$ cat src/rtl/lut_table_scanner.sv
// Sweeps every input code of a combinational LUT neuron and streams the packed truth table out.
// Optional trailing checksum word is enabled by defining LUT_SCAN_CHECKSUM_EN.
module lut_table_scanner #(
   parameter int IN_BITS  = 8,
   parameter int OUT_BITS = 1,
   parameter int WORD_W   = 32
) (
   input  logic                clk,
   input  logic                rst,
   input  logic                start,
   input  logic                abort,
   output logic [IN_BITS-1:0]  lut_addr,
   input  logic [OUT_BITS-1:0] lut_data,
   output logic [WORD_W-1:0]   m_data,
   output logic                m_valid,
   input  logic                m_ready,
   output logic                m_last,
   output logic                busy,
   output logic                done,
   output logic [2:0]          dbg_state_o
);

   localparam int EPW   = WORD_W / OUT_BITS;
   localparam int IDX_W = (EPW > 1) ? $clog2(EPW) : 1;
   localparam logic [IN_BITS-1:0] LAST_ADDR = '1;

   typedef enum logic [2:0] {
      S_IDLE   = 3'd0,
      S_DRIVE  = 3'd1,
      S_SAMPLE = 3'd2,
      S_EMIT   = 3'd3,
`ifdef LUT_SCAN_CHECKSUM_EN
      S_CHECK  = 3'd4,
`endif
      S_FINISH = 3'd5
   } state_t;

   state_t             state_q, state_d;
   logic [IN_BITS-1:0] addr_q, addr_d;
   logic [IDX_W-1:0]   idx_q, idx_d;
   logic [WORD_W-1:0]  pack_q, pack_d;
   logic               hs;

`ifdef LUT_SCAN_CHECKSUM_EN
   logic [WORD_W-1:0]  sum_q, sum_d;
`endif

   // Valid/ready: a word transfers on any edge where m_valid && m_ready; m_data/m_last hold until then.
`ifdef LUT_SCAN_CHECKSUM_EN
   assign m_valid = (state_q == S_EMIT) || (state_q == S_CHECK);
   assign m_last  = (state_q == S_CHECK);
`else
   assign m_valid = (state_q == S_EMIT);
   assign m_last  = (state_q == S_EMIT) && (addr_q == LAST_ADDR);
`endif
   assign hs          = m_valid && m_ready;
   assign m_data      = pack_q;
   assign lut_addr    = addr_q;
   assign busy        = (state_q != S_IDLE);
   assign done        = (state_q == S_FINISH);
   assign dbg_state_o = state_q;

   always_comb begin
      state_d = state_q;
      addr_d  = addr_q;
      idx_d   = idx_q;
      pack_d  = pack_q;
`ifdef LUT_SCAN_CHECKSUM_EN
      sum_d   = sum_q;
`endif
      case (state_q)
         S_IDLE: begin
            if (start) begin
               addr_d  = '0;
               idx_d   = '0;
               pack_d  = '0;
`ifdef LUT_SCAN_CHECKSUM_EN
               sum_d   = '0;
`endif
               state_d = S_DRIVE;
            end
         end
         S_DRIVE: state_d = S_SAMPLE;
         S_SAMPLE: begin
            pack_d[idx_q*OUT_BITS +: OUT_BITS] = lut_data;
            if ((idx_q == IDX_W'(EPW - 1)) || (addr_q == LAST_ADDR)) begin
               idx_d   = '0;
               state_d = S_EMIT;
            end else begin
               idx_d   = idx_q + 1'b1;
               addr_d  = addr_q + 1'b1;
               state_d = S_DRIVE;
            end
         end
         S_EMIT: begin
            if (hs) begin
`ifdef LUT_SCAN_CHECKSUM_EN
               sum_d = sum_q + pack_q;
`endif
               if (addr_q != LAST_ADDR) begin
                  pack_d  = '0;
                  addr_d  = addr_q + 1'b1;
                  state_d = S_DRIVE;
               end else begin
`ifdef LUT_SCAN_CHECKSUM_EN
                  // The pack register doubles as the output holder for the checksum word.
                  pack_d  = sum_q + pack_q;
                  state_d = S_CHECK;
`else
                  state_d = S_FINISH;
`endif
               end
            end
         end
`ifdef LUT_SCAN_CHECKSUM_EN
         S_CHECK: if (hs) state_d = S_FINISH;
`endif
         S_FINISH: state_d = S_IDLE;
         default:  state_d = S_IDLE;
      endcase
      // abort wins over everything, including a handshake in the same cycle.
      if (abort) begin
         state_d = S_IDLE;
         pack_d  = '0;
         idx_d   = '0;
      end
   end

   always_ff @(posedge clk or posedge rst) begin
      if (rst) begin
         state_q <= S_IDLE;
         addr_q  <= '0;
         idx_q   <= '0;
         pack_q  <= '0;
`ifdef LUT_SCAN_CHECKSUM_EN
         sum_q   <= '0;
`endif
      end else begin
         state_q <= state_d;
         addr_q  <= addr_d;
         idx_q   <= idx_d;
         pack_q  <= pack_d;
`ifdef LUT_SCAN_CHECKSUM_EN
         sum_q   <= sum_d;
`endif
      end
   end

endmodule

$ cat config.mk
export PLATFORM = sky130hd
export DESIGN_NAME = lut_table_scanner
export DESIGN_NICKNAME = d
export VERILOG_FILES = /design/src/rtl/lut_table_scanner.sv
export SDC_FILE = /design/constraint.sdc
export NUM_CORES = 1
export LEC_CHECK = 0
export CAP_MARGIN = 20
export CORE_UTILIZATION = 58
export CTS_CLUSTER_DIAMETER = 30
export DETAILED_ROUTE_END_ITERATION = 6
export PLACE_DENSITY = 0.95
export SETUP_SLACK_MARGIN = 0.05
export SLEW_MARGIN = 0
export SYNTH_ARGS = -nofsm -noshare
export SYNTH_HDL_FRONTEND = slang
export SYNTH_SLANG_ARGS = --single-unit
$ cat constraint.sdc
create_clock -name clk -period 3.85 [get_ports clk]
set_clock_uncertainty 0.2 [all_clocks]
set_input_delay 0.77 -clock clk [delete_from_list [all_inputs] [get_ports clk]]
set_output_delay 0.77 -clock clk [all_outputs]
set_load 0.05 [all_outputs]
# ---- Yosys cells after proc, flatten, opt, wreduce, memory -nomap -nowiden
# Index checks and enable logic that the tools add are counted.
dict set report word_totals {
  regBits 48
  out_inout_bits 47
}
dict set report classes {
  addsub 3
  n_eq_ne 14
  n_shift 2
  muxes 21
  reduce_logical 12
}
# cell count
set op_table {}
lappend op_table {{$mux 32} 4}
lappend op_table {{$pmux 32 s3} 1}
lappend op_table {{$neg 5->34} 1}
lappend op_table {{$shift 1x34->32 const A} 1}
lappend op_table {{$shiftx 1x34->32} 1}
lappend op_table {{$bwmux 32} 1}
lappend op_table {{$mux 8} 4}
lappend op_table {{$pmux 8 s3} 1}
lappend op_table {{$mux 5} 3}
lappend op_table {{$mux 3} 4}
lappend op_table {{$pmux 3 s4} 1}
lappend op_table {{$pmux 5 s2} 1}
lappend op_table {{$reduce_bool 3->1} 3}
lappend op_table {{$add 8x1->8 const B} 1}
lappend op_table {{$eq 8x8->1 const B} 1}
lappend op_table {{$ne 8x8->1 const B} 1}
lappend op_table {{$eq 3x2->1 const B} 2}
lappend op_table {{$ne 3x2->1 const B} 2}
lappend op_table {{$add 5x1->5 const B} 1}
lappend op_table {{$eq 5x5->1 const B} 1}
lappend op_table {{$reduce_and 5->1} 1}
lappend op_table {{$ne 2x1->1 const B} 2}
lappend op_table {{$ne 2x2->1 const B} 2}
lappend op_table {{$reduce_and 2->1} 2}
lappend op_table {{other kinds (9)} 10}

# ---- Longest topological paths before layout
dict set report depth {
  word_depth 5
  ltp_mapped 11
  mapped_depth_nobuf 9
}

# ---- Least setup slack after synthesis
# OpenSTA, ideal clock, no wires.
dict set report synth_path {
  kind {register to register}
  start {register addr_q[0] (netlist: lut_addr[0])}
  end {register pack_q[31] (netlist: m_data[31])}
  setup_time_ns 0.090
  arrival_time_ns 3.071
  required_ns 3.560
  path_slack_ns 0.489
  stages_incl_launch_ff 7
  path_buffers 1
  path_cell_list {dfrtp_1 > ha_1 > nand3_1 > nor3_1 > o21ai_0 > clkbuf_1 > o221ai_1}
}
dict set report synth_between {
  elab_chain_cells 3
}
# item line
set synth_lines {}
lappend synth_lines {{start, declared} 39} ;# logic [IN_BITS-1:0] addr_q, addr_d;
lappend synth_lines {{start signal, assigned} 140} ;# addr_q <= addr_d;
lappend synth_lines {{$ne 8x8->1} 100} ;# if (addr_q != LAST_ADDR) begin
lappend synth_lines {{$ne 3x2->1 (no source line)} --}
lappend synth_lines {{$reduce_and 4->1 (no source line)} --}
lappend synth_lines {{end signal, assigned} 142} ;# pack_q <= pack_d;
lappend synth_lines {{end, declared} 41} ;# logic [WORD_W-1:0] pack_q, pack_d;
# Every way passes these cells.
# A chain may end at the register's enable or synchronous reset.

# ---- Final worst setup path
dict set report layout_path {
  start {register addr_q[0] (netlist: lut_addr[0])}
  end {output m_last}
}
dict set report layout_between {
  elab_chain_cells 2
}
# item line
set layout_lines {}
lappend layout_lines {{$eq 8x8->1} 54} ;# assign m_last = (state_q == S_EMIT) && (addr_q == LAST_ADDR);
lappend layout_lines {{$logic_and 1x1->1} 54}
lappend layout_lines {{end, declared} 17} ;# output logic m_last,
# Every way passes these cells.

==> flow_metrics.tcl <==
set metrics [dict create \
    ys_async_sr_fraction_pct 100 \
    power_switching_mw 0.287 \
    numCtsBuffers 5 \
    grt_max_degree 49 \
    intPower_mw 0.751 \
    diodes 0 \
    cp-end-kind "output pin" \
    ctsRootBufferMaster "clkbuf_8" \
    area.growth.synth_to_final_pct 22.3 \
    io_buffers 52 \
    slew_headroom_pct 37.5 \
    routed_via_density 6.84 \
    min_period_ns 3.45 \
    p_leak_nw 1.40 \
    hold_viol_final 0 \
    cts_tree "yes" \
    hpwl_um 5800 \
    timing.final.ws_setup_ns 0.395 \
    worstPathRequired_ns 2.88 \
    core_mm2 0.00514 \
    fin_tns_setup_ns 0 \
    start_kind "register" \
    synth-seq-cells 48 \
    finalCritPeriodShare_pct 89.7 \
    fmax_mhz 289 \
    worst_pin_slew_ns 0.924 \
    total_power_mw 1.04 \
    drv_cap 0 \
    worst-setup-path-type "reg -> out" \
    drv_slew 0 \
    rsz0062_at_grt "no" \
    swShare_pct 27.7 \
    holdBufCountCts 0 \
    fillers 398 \
    htree_levels 2 \
    ys_seq_area_share_pct 38.8 \
    finalSetupViolCount 0 \
    synth_edf_count 0 \
    clkSinkCount 48 \
    cts_resized 0 \
    fin_nets 397 \
    synth.distinct_cells 62 \
    hold_slack_ns 0.375 \
    clk_path_buf_depth 2 \
    post_cts_buffers 0 \
    hp-class "reg -> reg" \
    antenna_found_initial 0 \
    cp.arrival_ns 2.48 \
    dr.pass1.iters 5 \
    clkPwrFrac_pct 36.5 \
    combPwrFrac_pct 13.6 \
    ys_warn_count 0 \
    die_w_um 75.1 \
    vias 3125 \
    grt_pass1_vias 2778 \
    grt-ovfl-total 0 \
    gp_congestion 0.975 \
    postRouteAntennaNets 0 \
    pwr-share-seq_pct 49.9 \
    grt_pass1_wl_um 13200 \
    path_max_fanout 6 \
    synth_cells 344 \
    drc 0 \
    vdd_drop_max_uv 164 \
    die_height_um 75.1 \
    synth_area_per_cell_um2 9.01 \
    power_density_mw_per_mm2 274 \
    yosys_most_used_dff "dfrtp_1" \
    wire_per_inst_um 18.3 \
    gr-usage-all-layers_pct 30.9 \
    drt_iter0_markers 500 \
    syn_area_mm2 0.00310 \
    placementRows 26 \
    place_ws_ns 0.740 \
    start_util_pct 60.3 \
    drive_gt1_share_pct 8.53 \
    clk_pin_slew_ns 0.09 \
    clock_latency_ns 0.32 \
    finalWirelength_um 8370 \
    dieArea_mm2 0.00564 \
    status "finished, final reports clean" \
    syn-num-nets 355 \
    io_pins 53 \
]
[layout by cell type, fill, tap and decap left out, drive strengths merged, types with 3 or more instances in the layout]
cell,count
dfrtp,48
nand2,19
o211ai,36
nor4,5
nand3,16
o311ai,16
nand2b,6
mux2i,4
a21o,3
or3,7
nand4,10
a21oi,7
inv,44
buf,6
o21ai,9
nand3b,4
clkbuf,5
and3,4
nor3b,6
nor3,5
o221ai,14
ha,5
a2111oi,3
nor2,6
nor4b,4
clkdlybuf4s50,52
or2,6
nor2b,4
[layout make-up]
type	count	area, µm²	area share (%)
clock buffers	5	68.8	1.82
inverters	43	161	4.26
multi-input cells	230	1640	43.4
clock inverters	3	46.3	1.22
well taps	70	87.6	2.31
repair buffers	58	578	15.3
flip-flops and latches	48	1200	31.7
[cell families (layout without fill, tap and decap cells)]
family                     Yosys count  in the layout  synth area share (%)
AOI/OAI and AO/OA                  110            110                  27.6
xor gates and xnor gates             1              1                 0.283
adders and majority gates            5              5                  2.02
buffers and inverters               66            109                  8.56
DFF                                 48             48                  38.8
muxes                                5              5                  1.66
and+or+nand+nor                    109            109                  21.1
[per-stage QoR]
step	utilization, %	std cells	instance area [µm²]
finish	73.7	457	3790
global route	73.7	457	3790
CTS	73.3	456	3770
global placement	71.1	448	3650
detailed placement	71.1	448	3650
floorplan	-	344	3100
[synth_stat cells (2+ instances only)]
| master | instances | area share [%] |
|---|---|---|
| o311ai_0 | 10 | 2.8 |
| and3_1 | 4 | 0.81 |
| a31oi_1 | 2 | 0.40 |
| or2_2 | 6 | 1.2 |
| o21ai_0 | 9 | 1.5 |
| o41ai_1 | 2 | 0.57 |
| nand4_1 | 10 | 2.0 |
| nor2_1 | 6 | 0.73 |
| buf_2 | 6 | 0.97 |
| nor4_1 | 4 | 0.81 |
| nand2_1 | 19 | 2.3 |
| nand2b_1 | 6 | 1.2 |
| a2bb2oi_1 | 2 | 0.57 |
| clkbuf_2 | 2 | 0.32 |
| o221ai_1 | 14 | 4.0 |
| nand3b_1 | 4 | 0.97 |
| ha_1 | 5 | 2.0 |
| dfrtp_1 | 48 | 39 |
| nor4b_1 | 3 | 0.85 |
| a2111o_1 | 2 | 0.73 |
| a2111oi_0 | 3 | 0.85 |
| inv_1 | 43 | 5.2 |
| nand3_1 | 16 | 2.6 |
| o211ai_1 | 36 | 8.7 |
| a21o_1 | 3 | 0.73 |
| nor2b_1 | 4 | 0.81 |
| a21oi_1 | 7 | 1.1 |
| nor3b_1 | 6 | 1.5 |
| o311ai_1 | 6 | 1.7 |
| mux2i_1 | 4 | 1.3 |
| clkbuf_1 | 13 | 1.6 |
| nor3_1 | 5 | 0.81 |
| or3_1 | 5 | 1.0 |
[critical path, cell delays in order, from the launching register on]
cell and delay (ns):
dfrtp_1 0.45, ha_1 0.31, nand3_1 0.14, nor3_1 0.39
clkdlybuf4s50_1 0.88
[worst paths after layout]
check,startpoint,end,slack (ns),cells after the start
worst max-delay path,lut_addr[0]$_DFFE_PP0P_,m_last,0.40,4
worst min-delay path,m_data[0]$_DFFE_PP0P_,m_data[0]$_DFFE_PP0P_,0.38,2
worst max register to register,idx_q[1]$_DFFE_PP0P_,m_data[12]$_DFFE_PP0P_,0.65,9
worst min register to register,m_data[0]$_DFFE_PP0P_,m_data[0]$_DFFE_PP0P_,0.38,2
max in group asynchronous,rst,dbg_state_o[2]$_DFFE_PP0P_,2.53,3
min in group asynchronous,rst,m_data[6]$_DFFE_PP0P_,0.45,2
[metal layers]
metal | up-vias | share of wire [%] | global-route usage, %
met5 | - | 0 | 0
met4 | 0 | 3.1 | 15.7
met3 | 34 | 7.8 | 3.21
met2 | 197 | 47 | 46.2
met1 | 1489 | 42 | 44.4
li1 | 1405 | - | -
[state kept, by name (all words and copies together), names as in the netlist]
name and cells:
idx_q 5, lut_addr 8, m_data 32, dbg_state_o 3
[power groups by stage]
stage                     combinational (mW)  sequential, mW  clock, mW
after floorplan                       0.0878           0.535          0
after global placement                 0.132           0.527          0
after detailed placement               0.136           0.527          0
after CTS                              0.136           0.517      0.382
after global routing                   0.151           0.519      0.398
final                                  0.141           0.517      0.379
(Power assumes the default switching activity.)
